**config.mk**
```make
export PLATFORM = sky130hd
export DESIGN_NAME = de_pending_scoreboard
export DESIGN_NICKNAME = d
export VERILOG_FILES = /design/src/rtl/de_pending_scoreboard.sv
export SDC_FILE = /design/constraint.sdc
export NUM_CORES = 1
export LEC_CHECK = 0
export CAP_MARGIN = 40
export CORE_MARGIN = 10
export CORE_UTILIZATION = 63
export CTS_BUF_LIST = sky130_fd_sc_hd__clkbuf_8
export DETAILED_ROUTE_END_ITERATION = 12
export PLACE_DENSITY = 0.85
export SETUP_SLACK_MARGIN = 0.02
export SYNTH_ARGS = -nofsm -noshare
export SYNTH_HDL_FRONTEND = slang
export SYNTH_SLANG_ARGS = --single-unit
```
**constraint.sdc**
```tcl
create_clock -name clk -period 9.4 [get_ports clk]
set_input_delay 2.82 -clock clk [delete_from_list [all_inputs] [get_ports clk]]
set_output_delay 2.82 -clock clk [all_outputs]
set_load 0.005 [all_outputs]
```
**src/rtl/de_pending_scoreboard.sv**
```systemverilog
// Decode-stage pending-write scoreboard: a saturating counter per register tracks in-flight writers.
// Optional same-cycle WB bypass of hazard/saturation checks is enabled by defining SCB_WB_BYPASS_EN.
module de_pending_scoreboard #(
  parameter int NUM_REGS  = 32,
  parameter int REGNOBITS = 5,
  parameter int NUM_SRC   = 2,
  parameter int CNT_BITS  = 2,
  parameter int TOTBITS   = 8
) (
  input  logic                          clk,
  input  logic                          reset,
  input  logic                          issue_valid,
  input  logic                          issue_wr_reg,
  input  logic [REGNOBITS-1:0]          issue_rd,
  input  logic [NUM_SRC-1:0]            src_use,
  input  logic [NUM_SRC*REGNOBITS-1:0]  src_regno,
  input  logic                          br_mispred,
  input  logic                          wb_valid,
  input  logic [REGNOBITS-1:0]          wb_regno,
  output logic                          stall,
  output logic                          data_hazard,
  output logic                          sat_stall,
  output logic [NUM_REGS-1:0]           busy_vec,
  output logic [TOTBITS-1:0]            pending_total,
  output logic                          err_underflow
);

  localparam logic [CNT_BITS-1:0] CNT_MAX = '1;

  logic [CNT_BITS-1:0] cnt     [NUM_REGS];
  logic [CNT_BITS-1:0] cnt_nxt [NUM_REGS];
  logic [CNT_BITS-1:0] src_cnt [NUM_SRC];
  logic [CNT_BITS-1:0] rd_cnt;
  logic [NUM_SRC-1:0]  src_haz;
  logic [NUM_REGS-1:0] busy_nxt;
  logic [TOTBITS-1:0]  total_nxt;
  logic                uflow_nxt;
  logic                rel;
  logic                issue_fire;

  // Only r in 1..NUM_REGS-1 is ever probed, so reg 0 and out-of-range indices never match.
  function automatic logic idx_hit(input logic [REGNOBITS-1:0] idx, input int r);
    return idx == REGNOBITS'(r);
  endfunction

  function automatic logic is_saturated(input logic [CNT_BITS-1:0] c);
    return c == CNT_MAX;
  endfunction

  assign rel = wb_valid && (wb_regno != '0);

  always_comb begin
    rd_cnt = '0;
    for (int r = 1; r < NUM_REGS; r++)
      if (idx_hit(issue_rd, r)) rd_cnt = cnt[r];
    for (int i = 0; i < NUM_SRC; i++) begin
      src_cnt[i] = '0;
      for (int r = 1; r < NUM_REGS; r++)
        if (idx_hit(src_regno[i*REGNOBITS +: REGNOBITS], r)) src_cnt[i] = cnt[r];
    end
  end

  always_comb begin
    for (int i = 0; i < NUM_SRC; i++) begin
      src_haz[i] = issue_valid && src_use[i] && (src_cnt[i] != '0);
`ifdef SCB_WB_BYPASS_EN
      // The last outstanding writer retires this cycle; the regfile writes on negedge.
      if (rel && (wb_regno == src_regno[i*REGNOBITS +: REGNOBITS]) && (src_cnt[i] == CNT_BITS'(1)))
        src_haz[i] = 1'b0;
`endif
    end
    sat_stall = issue_valid && issue_wr_reg && (issue_rd != '0) && is_saturated(rd_cnt);
`ifdef SCB_WB_BYPASS_EN
    if (rel && (wb_regno == issue_rd)) sat_stall = 1'b0;
`endif
  end

  assign data_hazard = |src_haz;
  assign stall       = data_hazard || sat_stall || br_mispred;
  assign issue_fire  = issue_valid && issue_wr_reg && (issue_rd != '0) && !stall;

  always_comb begin
    uflow_nxt = 1'b0;
    total_nxt = '0;
    busy_nxt  = '0;
    for (int r = 0; r < NUM_REGS; r++) cnt_nxt[r] = cnt[r];
    cnt_nxt[0] = '0;
    // Issue and release to the same register cancel, even when the counter is 0.
    for (int r = 1; r < NUM_REGS; r++) begin
      if (issue_fire && idx_hit(issue_rd, r) && !(rel && idx_hit(wb_regno, r)))
        cnt_nxt[r] = cnt[r] + 1'b1;
      else if (rel && idx_hit(wb_regno, r) && !(issue_fire && idx_hit(issue_rd, r))) begin
        if (cnt[r] != '0) cnt_nxt[r] = cnt[r] - 1'b1;
        else              uflow_nxt  = 1'b1;
      end
    end
    for (int r = 0; r < NUM_REGS; r++) begin
      busy_nxt[r] = |cnt_nxt[r];
      total_nxt   = total_nxt + TOTBITS'(cnt_nxt[r]);
    end
  end

  always_ff @(posedge clk or posedge reset) begin
    if (reset) begin
      for (int r = 0; r < NUM_REGS; r++) cnt[r] <= '0;
      busy_vec      <= '0;
      pending_total <= '0;
      err_underflow <= 1'b0;
    end else begin
      for (int r = 0; r < NUM_REGS; r++) cnt[r] <= cnt_nxt[r];
      busy_vec      <= busy_nxt;
      pending_total <= total_nxt;
      if (uflow_nxt) err_underflow <= 1'b1;
    end
  end

endmodule

```
==> Implementation_results.wiki, run 1 <==
{| class="wikitable"
! Metric !! Value
|-
| Ports placed on the boundary || 72
|-
| Count of input and output buffers || 69
|-
| Row cnt || 47
|-
| Maximum clock insertion buffer count || 2
|-
| Die width || 151.1 um
|-
| Initial core utilization || 64.82%
|-
| Post-synth ARST share || 100.0%
|-
| Endpoint pin with the least setup slack after global-route repair || pending_total[5]$_DFF_PP0_/D
|-
| Most frequently used flop master after synthesis || dfrtp_1
|-
| Detail Placement HPWL || 37,200 um
|-
| Total track usage || 76.07%
|-
| Placed cell areas || 0.01372 mm2
|-
| Dominant cell type by area after synthesis || dfrtp_1
|-
| Cell types occupying the most area after synthesis || dfrtp_1, ha_1, fa_1
|-
| Cts hold-fix bufs || 0
|-
| Clock sinks || 101
|-
| Clock tree root driver cell || clkbuf_8
|-
| Number of H-tree branching levels || 3
|-
| Yosys top cell area share || 23.35%
|-
| Gate count after technology mapping || 1,268
|-
| Last stage reached || global routing
|-
| Number of different library cells in the post-synthesis netlist || 81
|-
| Yosys Warn Count || 0
|-
| Sequential-to-total area share from yosys stat || 23.35%
|-
| GRT Residual Overflow || 184
|-
| Error that stopped the run || [ERROR GRT-0232] Routing congestion too high. Check the congestion heatmap in the GUI.
|-
| Routability cong. || 1.083
|-
| Mean post-synth cell area || 8.537 um2
|-
| EDFF count, synth || 0
|-
| Largest net degree at the start of global routing || 59
|-
| Synthesized flop and latch total || 101
|-
| Height of the chip || 151.1 um
|-
| Clock buffer count from CTS || 9
|-
| Post-synthesis instance area || 0.01083 mm2
|-
| Category of the worst endpoint || register input
|-
| Placed instance count || 1,764
|-
| Outcome || did not finish
|}
-- synthesized netlist by cell type, drive strengths merged (9+ instances only) --
cell type and instances:
or3 13, clkbuf 43, nand2b 42, a21oi 43, o211ai 13, o221ai 16
dfrtp 101, inv 187, nand3 23, or2 15, nor3 36, nor2b 28
o22a 9, buf 24, fa 57, nand3b 9, a211oi 14, nand4 15
o21ai 51, a21o 9, a31o 11, a22oi 12, o22ai 13, ha 103
a31oi 32, and4 10, nand2 88, o31ai 10, nor2 66, a311oi 15
mux2i 13
-- logic make-up after synthesis --
| logic type | Yosys count | share of synthesized area [%] |
|---|---|---|
| AND/OR/NAND/NOR | 385 | 18.91 |
| AO/OA/AOI/OAI | 334 | 22.26 |
| buffers and inverters | 256 | 9.385 |
| adder cells (fa/ha/maj) | 160 | 22.45 |
| flip-flops | 101 | 23.35 |
| multiplexers | 23 | 2.970 |
| XOR/XNOR | 8 | 0.6473 |
| other | 1 | 0.03464 |
-- routing by layer --
layer | global-route usage [%] | overflow
met5 | 37.19 | 2
met4 | 75.99 | 65
met3 | 70.50 | 9
met1 | 74.11 | 20
met2 | 86.30 | 88
-- metrics by stage --
stage	setup WS [ns]	utilization, %
floorplan	-0.6642	-
global placement	-1.348	82.16
detailed placement	-1.683	82.16
CTS	-0.8165	87.91
-- repair_timing --
action	in CTS
cloned	7
endpoints found under the setup margin	7
pin swaps	57
gates resized for setup	145
buffers inserted	33
==> run 2: changes to the inputs <==
--- a/config.mk
+++ b/config.mk
@@ -7,11 +7,9 @@
 export LEC_CHECK = 0
 export CAP_MARGIN = 40
 export CORE_MARGIN = 10
-export CORE_UTILIZATION = 63
-export CTS_BUF_LIST = sky130_fd_sc_hd__clkbuf_8
+export CORE_UTILIZATION = 40
 export DETAILED_ROUTE_END_ITERATION = 12
-export PLACE_DENSITY = 0.85
-export SETUP_SLACK_MARGIN = 0.02
+export PLACE_DENSITY_LB_ADDON = 0.15
 export SYNTH_ARGS = -nofsm -noshare
 export SYNTH_HDL_FRONTEND = slang
 export SYNTH_SLANG_ARGS = --single-unit
==> run 2 against run 1 <==
Compared with the run above: the flow now finishes, with violations (setup timing); synthesized cell count unchanged; synthesized area unchanged.
==> Implementation_results.wiki, run 2 <==
{| class="wikitable"
! Metric !! Value
|-
| Outcome || finished with violations
|-
| Violated checks || setup timing
|-
| Maximum clock insertion buffer count || 2 (unchanged)
|-
| Row cnt || 60 (+28%)
|-
| Max_cap viols || 0
|-
| Most frequently used flop master after synthesis || dfrtp_1
|-
| Most frequent cells in the layout || buf_4, inv_1, ha_1, dfrtp_1, nand2_1
|-
| Global-route wire length before repair || 73,250 um
|-
| CP max stage cell || a2111o_1
|-
| Post-route DRC violation count || 0
|-
| Yosys top cell area share || 23.35% (unchanged)
|-
| Ports placed on the boundary || 72 (unchanged)
|-
| Detail Placement HPWL || 36,880 um (-0.88%)
|-
| Clock buffer count from CTS || 9 (unchanged)
|-
| Dominant cell type by area after synthesis || dfrtp_1
|-
| Dominant cell type by count on the critical path || buf_4
|-
| Largest register FFs || 62
|-
| Clock tree from TritonCTS || done
|-
| Slew margin rel. || 44.34%
|-
| Floorplan core area || 0.02680 mm2
|-
| Clock sinks || 101 (unchanged)
|-
| Initial antenna violation count || 2
|-
| Post-synthesis instance area || 0.01083 mm2 (unchanged)
|-
| Min Clock Period, post-route || 10.33 ns
|-
| Layout-stage area growth over the synthesis result || 48.44%
|-
| Fraction of final layout cells sized beyond drive strength 1 || 36.08%
|-
| Count leader, synth || inv_1
|-
| Setup slack on the worst flop-to-flop path || 1.08 ns
|-
| Via total after detailed routing || 11,830
|-
| Clock tree root driver cell || clkbuf_16
|-
| Final Hold Slack || 0.7592 ns
|-
| Routability cong. || 1.021 (-5.7%)
|-
| Largest net degree at the start of global routing || 62
|-
| Maximum operating frequency || 0.09681 GHz
|-
| Crit. End Element || register
|-
| Mean post-synth cell area || 8.537 um2 (unchanged)
|-
| Final net count || 1,843
|-
| Synth top cells by count || inv_1, ha_1, dfrtp_1
|-
| Yosys Warn Count || 0 (unchanged)
|-
| Height of the chip || 184.5 um (+22%)
|-
| Number of different library cells in the post-synthesis netlist || 81 (unchanged)
|-
| Post-synth ARST share || 100.0% (unchanged)
|-
| Gate count after technology mapping || 1,268 (unchanged)
|-
| Remaining number of nets flagged by the antenna check after routing || 0
|-
| Count of input and output buffers || 69 (unchanged)
|-
| Period Utilization, post-route || 109.9%
|-
| GRT Residual Overflow || 0
|-
| Cts hold-fix bufs || 0 (unchanged)
|-
| Layout filler cell count || 2,349
|-
| Post-detailed-routing wire length || 48,860 um
|-
| WP data arrival || 10.63 ns
|-
| R2R depth || 56
|-
| RSZ-0062 raised after global routing || true
|-
| Number of global-route vias before repair || 11,920
|-
| Final count of hold timing violations || 0
|-
| Cell types occupying the most area after synthesis || dfrtp_1, ha_1, fa_1
|-
| Final setup skew || 0.01946 ns
|-
| EDFF count, synth || 0 (unchanged)
|-
| Hold/Removal Path Class || reg -> reg
|-
| Synthesized flop and latch total || 101 (unchanged)
|-
| Kind of start point of the critical path || input port
|-
| Startpoint-to-endpoint class of the critical path || in -> reg
|-
| Via-to-Cell Ratio || 5.912
|-
| Sequential-to-total area share from yosys stat || 23.35% (unchanged)
|-
| Reg-to-reg critical path startpoint || cnt[16]
|-
| Total iterations of the first detailed-routing run || 5
|-
| Clock latency reported for the late side of the worst-skew pair || 0.37 ns
|-
| Worst setup path endpoint || busy_vec[5]
|-
| Initial core utilization || 40.39% (-24 points)
|-
| Setup violations, final || 7
|-
| Final cell utilization of the core || 59.96%
|-
| Number of H-tree branching levels || 3 (unchanged)
|-
| DIE AREA || 0.03404 mm2
|-
| Largest fanout on the critical path || 7
|-
| Register clock-pin slew on the reported worst setup and hold paths || 0.08 ns
|-
| Number of antenna cells inserted || 0
|-
| 1st-iter DRT viols || 1,273
|-
| Slew @ Worst Pin || 0.8349 ns
|-
| Largest registers in the final layout || cnt: 62 flops, busy_vec: 31 flops, pending_total: 7 flops
|-
| Required time at the worst-slack endpoint || 9.70 ns
|-
| Total track usage || 28.72%
|-
| Reg with most FFs || cnt
|-
| Fin worst setup slack || -0.9298 ns
|-
| Setup WS pre-CTS || -1.728 ns (-0.04563 ns)
|-
| Die width || 184.5 um (+22%)
|-
| R2R Path End || busy_vec[5]
|-
| Crit. Startpoint || issue_rd[1]
|-
| Peak per-stage delay on the critical path || 0.42 ns
|-
| Number of slew-limit violations in the final report || 0
|-
| Average wire per cell in the routed design || 24.42 um
|-
| Most common cell after layout, fill and taps aside || buf_4
|}
==> run 2: worst min-delay path by stage <==
stage,startpoint,end,cells past startpoint
6_report,cnt[53],cnt[53],2
3_5_place_dp,cnt[53],cnt[53],2
4_1_cts,cnt[53],cnt[53],2
2_1_floorplan,cnt[46],cnt[46],1
3_3_place_gp,cnt[53],cnt[53],2
5_1_grt,cnt[53],cnt[53],2
==> run 2: cell families (layout without fill, tap and decap cells) <==
family          after synthesis  count (layout)  share of synthesized area, %
compound gates              334             334                         22.26
other cells                   1               2                       0.03464
xor+xnor                      8               8                        0.6473
buf+inv                     256             647                         9.385
fa+ha+maj                   160             160                         22.45
flops                       101             101                         23.35
simple gates                385             385                         18.91
mux                          23              23                         2.970
==> run 2: metal layers <==
metal / up-vias / global-route usage, % / part of all wire (%)
met5: - / 0 / 0.027
met4: 2 / 13.86 / 5.5
met3: 165 / 5.710 / 9.2
met2: 611 / 45.44 / 45
met1: 5782 / 36.72 / 40
li1: 5269 / - / -
==> run 2: area by class of cell <==
| class | count | area [um2] | area share (%) |
|---|---|---|---|
| inverters | 189 | 716.9 | 4.462 |
| clock inverters | 6 | 47.55 | 0.2959 |
| repair buffers | 442 | 3841 | 23.90 |
| multi-input cells | 912 | 8270 | 51.47 |
| flip-flops and latches | 101 | 2527 | 15.73 |
| clock buffers | 10 | 239.0 | 1.487 |
| well taps | 341 | 426.7 | 2.655 |
==> run 2: worst max-delay path: cells and delay by family <==
kind                   cells  cell delay [ns]
buffers and inverters     45             5.69
and+or+nand+nor            5             0.86
AOI/OAI and AO/OA          6             1.25
==> run 2: what timing repair did <==
action                     4_1_cts  5_1_grt
setup buffers                   85       18
resized for setup              221       73
cloned                           6        0
setup endpoints to repair        7        8
pin swaps                       76       57
==> run 2: per-stage QoR <==
stage,setup TNS [ns],std cells,area (um2)
after global routing,-5.964,2001,16070
after global placement,-9.924,1882,13830
after CTS,-3.367,1988,15750
final,-4.394,2001,16070
after detailed placement,-9.829,1883,13840
after floorplan,-2.783,1269,10970
Power of run 2 is left out: the tool's default activity adds up to more than one toggle a clock period on the data nets, which glitch-free logic cannot reach.
==> run 3: changes to the inputs <==
--- a/config.mk
+++ b/config.mk
@@ -9,7 +9,9 @@
 export CORE_MARGIN = 10
 export CORE_UTILIZATION = 40
 export DETAILED_ROUTE_END_ITERATION = 12
+export DONT_BUFFER_PORTS = 1
 export PLACE_DENSITY_LB_ADDON = 0.15
+export SKIP_CTS_REPAIR_TIMING = 1
 export SYNTH_ARGS = -nofsm -noshare
 export SYNTH_HDL_FRONTEND = slang
 export SYNTH_SLANG_ARGS = --single-unit
==> run 3 against run 2 <==
Compared with the run above: the flow still finishes with violations (setup timing); worst hold slack got worse by 0.037 ns; utilization fell by 11 points; sequential cell count did not move; critical path depth fell by 28; critical endpoint is now pending_total[5]; highest routed layer is now met4.
==> Implementation_results.wiki, run 3 (same netlist as run 2, synthesis figures left out) <==
{| class="wikitable"
! Metric !! Value
|-
| Clock buffer count from CTS || 9 (unchanged)
|-
| Setup slack on the worst flop-to-flop path || 1.33 ns (+0.25 ns)
|-
| Clock tree from TritonCTS || done
|-
| Largest fanout on the critical path || 48 (+41)
|-
| 1st-iter DRT viols || 1,243 (-2.4%)
|-
| Largest register FFs || 62 (unchanged)
|-
| Layout filler cell count || 2,606 (+11%)
|-
| Startpoint-to-endpoint class of the critical path || in -> reg
|-
| Clock latency reported for the late side of the worst-skew pair || 0.37 ns (about the same)
|-
| Remaining number of nets flagged by the antenna check after routing || 0 (unchanged)
|-
| Floorplan core area || 0.02680 mm2 (unchanged)
|-
| Routability cong. || 0.9925 (-2.8%)
|-
| Die width || 184.5 um (unchanged)
|-
| Worst hold path stage count || 2 (unchanged)
|-
| Violated checks || setup timing
|-
| Maximum operating frequency || 0.1017 GHz (+5.0%)
|-
| R2R Path End || pending_total[5]
|-
| Outcome || finished with violations
|-
| DIE AREA || 0.03404 mm2 (unchanged)
|-
| Height of the chip || 184.5 um (unchanged)
|-
| Setup violations, final || 5 (-2)
|-
| R2R depth || 29 (-48%)
|-
| Kind of start point of the critical path || input port
|-
| Clock sinks || 101 (unchanged)
|-
| Final count of hold timing violations || 0 (unchanged)
|-
| Number of global-route vias before repair || 10,100 (-15%)
|-
| Most frequent cells in the layout || buf_4, inv_1, ha_1
|-
| RSZ-0062 raised after global routing || true
|-
| Final setup skew || 0.01835 ns (-0.001108 ns)
|-
| Slew margin rel. || 42.37% (-2.0 points)
|-
| Total iterations of the first detailed-routing run || 7 (+2)
|-
| Number of antenna cells inserted || 0 (unchanged)
|-
| Total track usage || 25.20% (-3.5 points)
|-
| Initial core utilization || 40.39% (unchanged)
|-
| Maximum clock insertion buffer count || 2 (unchanged)
|-
| Reg with most FFs || cnt
|-
| Fraction of final layout cells sized beyond drive strength 1 || 21.76% (-14 points)
|-
| Register clock-pin slew on the reported worst setup and hold paths || 0.08 ns (about the same)
|-
| Most common cell after layout, fill and taps aside || buf_4
|-
| Count of input and output buffers || 0 (-100%)
|-
| Final net count || 1,594 (-14%)
|-
| Number of H-tree branching levels || 3 (unchanged)
|-
| Post-route cell area || 0.01301 mm2 (-19%)
|-
| Average wire per cell in the routed design || 24.71 um (+1.2%)
|-
| Setup WS pre-CTS || -1.015 ns (+0.7130 ns)
|-
| Hold Crit Endpoint || cnt[23]
|-
| Start point of the worst hold path || cnt[23]
|-
| Post-detailed-routing wire length || 43,290 um (-11%)
|-
| Post-route DRC violation count || 0 (unchanged)
|-
| Clock tree root driver cell || clkbuf_16
|-
| Placed cell areas || 0.01250 mm2 (-9.7%)
|-
| Number of slew-limit violations in the final report || 0 (unchanged)
|-
| Row cnt || 60 (unchanged)
|-
| Global-route wire length before repair || 63,670 um (-13%)
|-
| Setup total negative slack || -1.805 ns (+2.589 ns)
|-
| Min Clock Period, post-route || 9.833 ns (-0.4964 ns)
|-
| Largest registers in the final layout || cnt: 62 flops, busy_vec: 31 flops, pending_total: 7 flops
|-
| Detail Placement HPWL || 34,710 um (-5.9%)
|-
| Crit. End Element || register
|-
| Initial antenna violation count || 0 (-2)
|-
| Required time at the worst-slack endpoint || 9.65 ns (-0.05 ns)
|-
| Largest net degree at the start of global routing || 68 (+9.7%)
|-
| WP data arrival || 10.08 ns (-0.55 ns)
|-
| Via total after detailed routing || 10,570 (-11%)
|-
| Layout-stage area growth over the synthesis result || 20.15%
|-
| GRT Residual Overflow || 0 (unchanged)
|-
| Period Utilization, post-route || 104.6% (-5.3 points)
|-
| Ports placed on the boundary || 72 (unchanged)
|-
| Slew @ Worst Pin || 0.8627 ns (+0.02783 ns)
|-
| Reg-to-reg critical path startpoint || cnt[48]
|-
| Hold/Removal Path Class || reg -> reg
|-
| Via-to-Cell Ratio || 6.034 (+2.1%)
|-
| Fin worst setup slack || -0.4334 ns (+0.4964 ns)
|-
| Max_cap viols || 0 (unchanged)
|-
| Final cell utilization of the core || 48.53% (-11 points)
|}
==> run 3: cell types whose count changed in the layout (fill, tap and decap cells not counted), sizes merged, moves of 2 or more <==
cell | before | now
dlygate4sd2 | 3 | 0
clkdlybuf4s15 | 2 | 0
clkbuf | 14 | 10
buf | 379 | 192
clkdlybuf4s50 | 53 | 0
==> run 3: metrics by stage <==
stage | cells | hold WS, ns
floorplan | 1269 | 0.5457
global placement | 1729 | 0.7057
detailed placement | 1731 | 0.7119
CTS | 1747 | 0.7270
global route | 1752 | 0.7817
finish | 1752 | 0.7224
==> run 3: final cells by class <==
type                    count  area (um2)  area share (%)
multi-input cells         912        7542           57.99
clock buffers               9       225.2           1.732
well taps                 341       426.7           3.280
flip-flops and latches    101        2527           19.43
inverters                 189       711.9           5.474
clock inverters             7       57.56          0.4425
repair buffers            193        1515           11.65
==> run 3: worst max path at each step <==
stage               slack (ns)  depth (start not counted)                to    startpoint
floorplan                -0.66                         30  pending_total[5]  src_regno[0]
global placement         -0.97                         26  pending_total[5]   issue_rd[1]
detailed placement       -1.02                         26  pending_total[5]  src_regno[0]
CTS                      -0.67                         27  pending_total[5]  src_regno[0]
global route             -0.71                         29  pending_total[6]  src_regno[3]
finish                   -0.43                         28  pending_total[5]   issue_rd[1]
==> run 3: metal layers <==
layer	GRT usage [%]	wire length (um)	vias to the layer above
met3	6.438	4448	103
met1	32.64	17640	5149
met2	39.33	19300	538
li1	-	-	4782
met5	0	0	-
met4	9.866	1904	0
==> run 3: worst max-delay path, cell delays in order <==
cell	delay (ns)
o21a_1	0.16
a2111o_1	0.41
a311oi_1	0.34
or3_1	0.20
o2111a_1	0.25
a2111oi_4	0.06
nor4b_4	0.27
buf_6	0.22
buf_12	0.16
buf_4	0.14
nand4_1	0.21
o22a_1	0.26
o21ai_0	0.12
fa_1	0.49
fa_1	0.57
fa_1	0.47
fa_2	0.37
fa_1	0.54
inv_1	0.05
fa_1	0.50
fa_1	0.52
ha_2	0.19
inv_2	0.04
fa_2	0.35
inv_1	0.06
a21o_1	0.11
a21oi_2	0.06
xnor2_1	0.12
Power of run 3 is left out for the same reason.
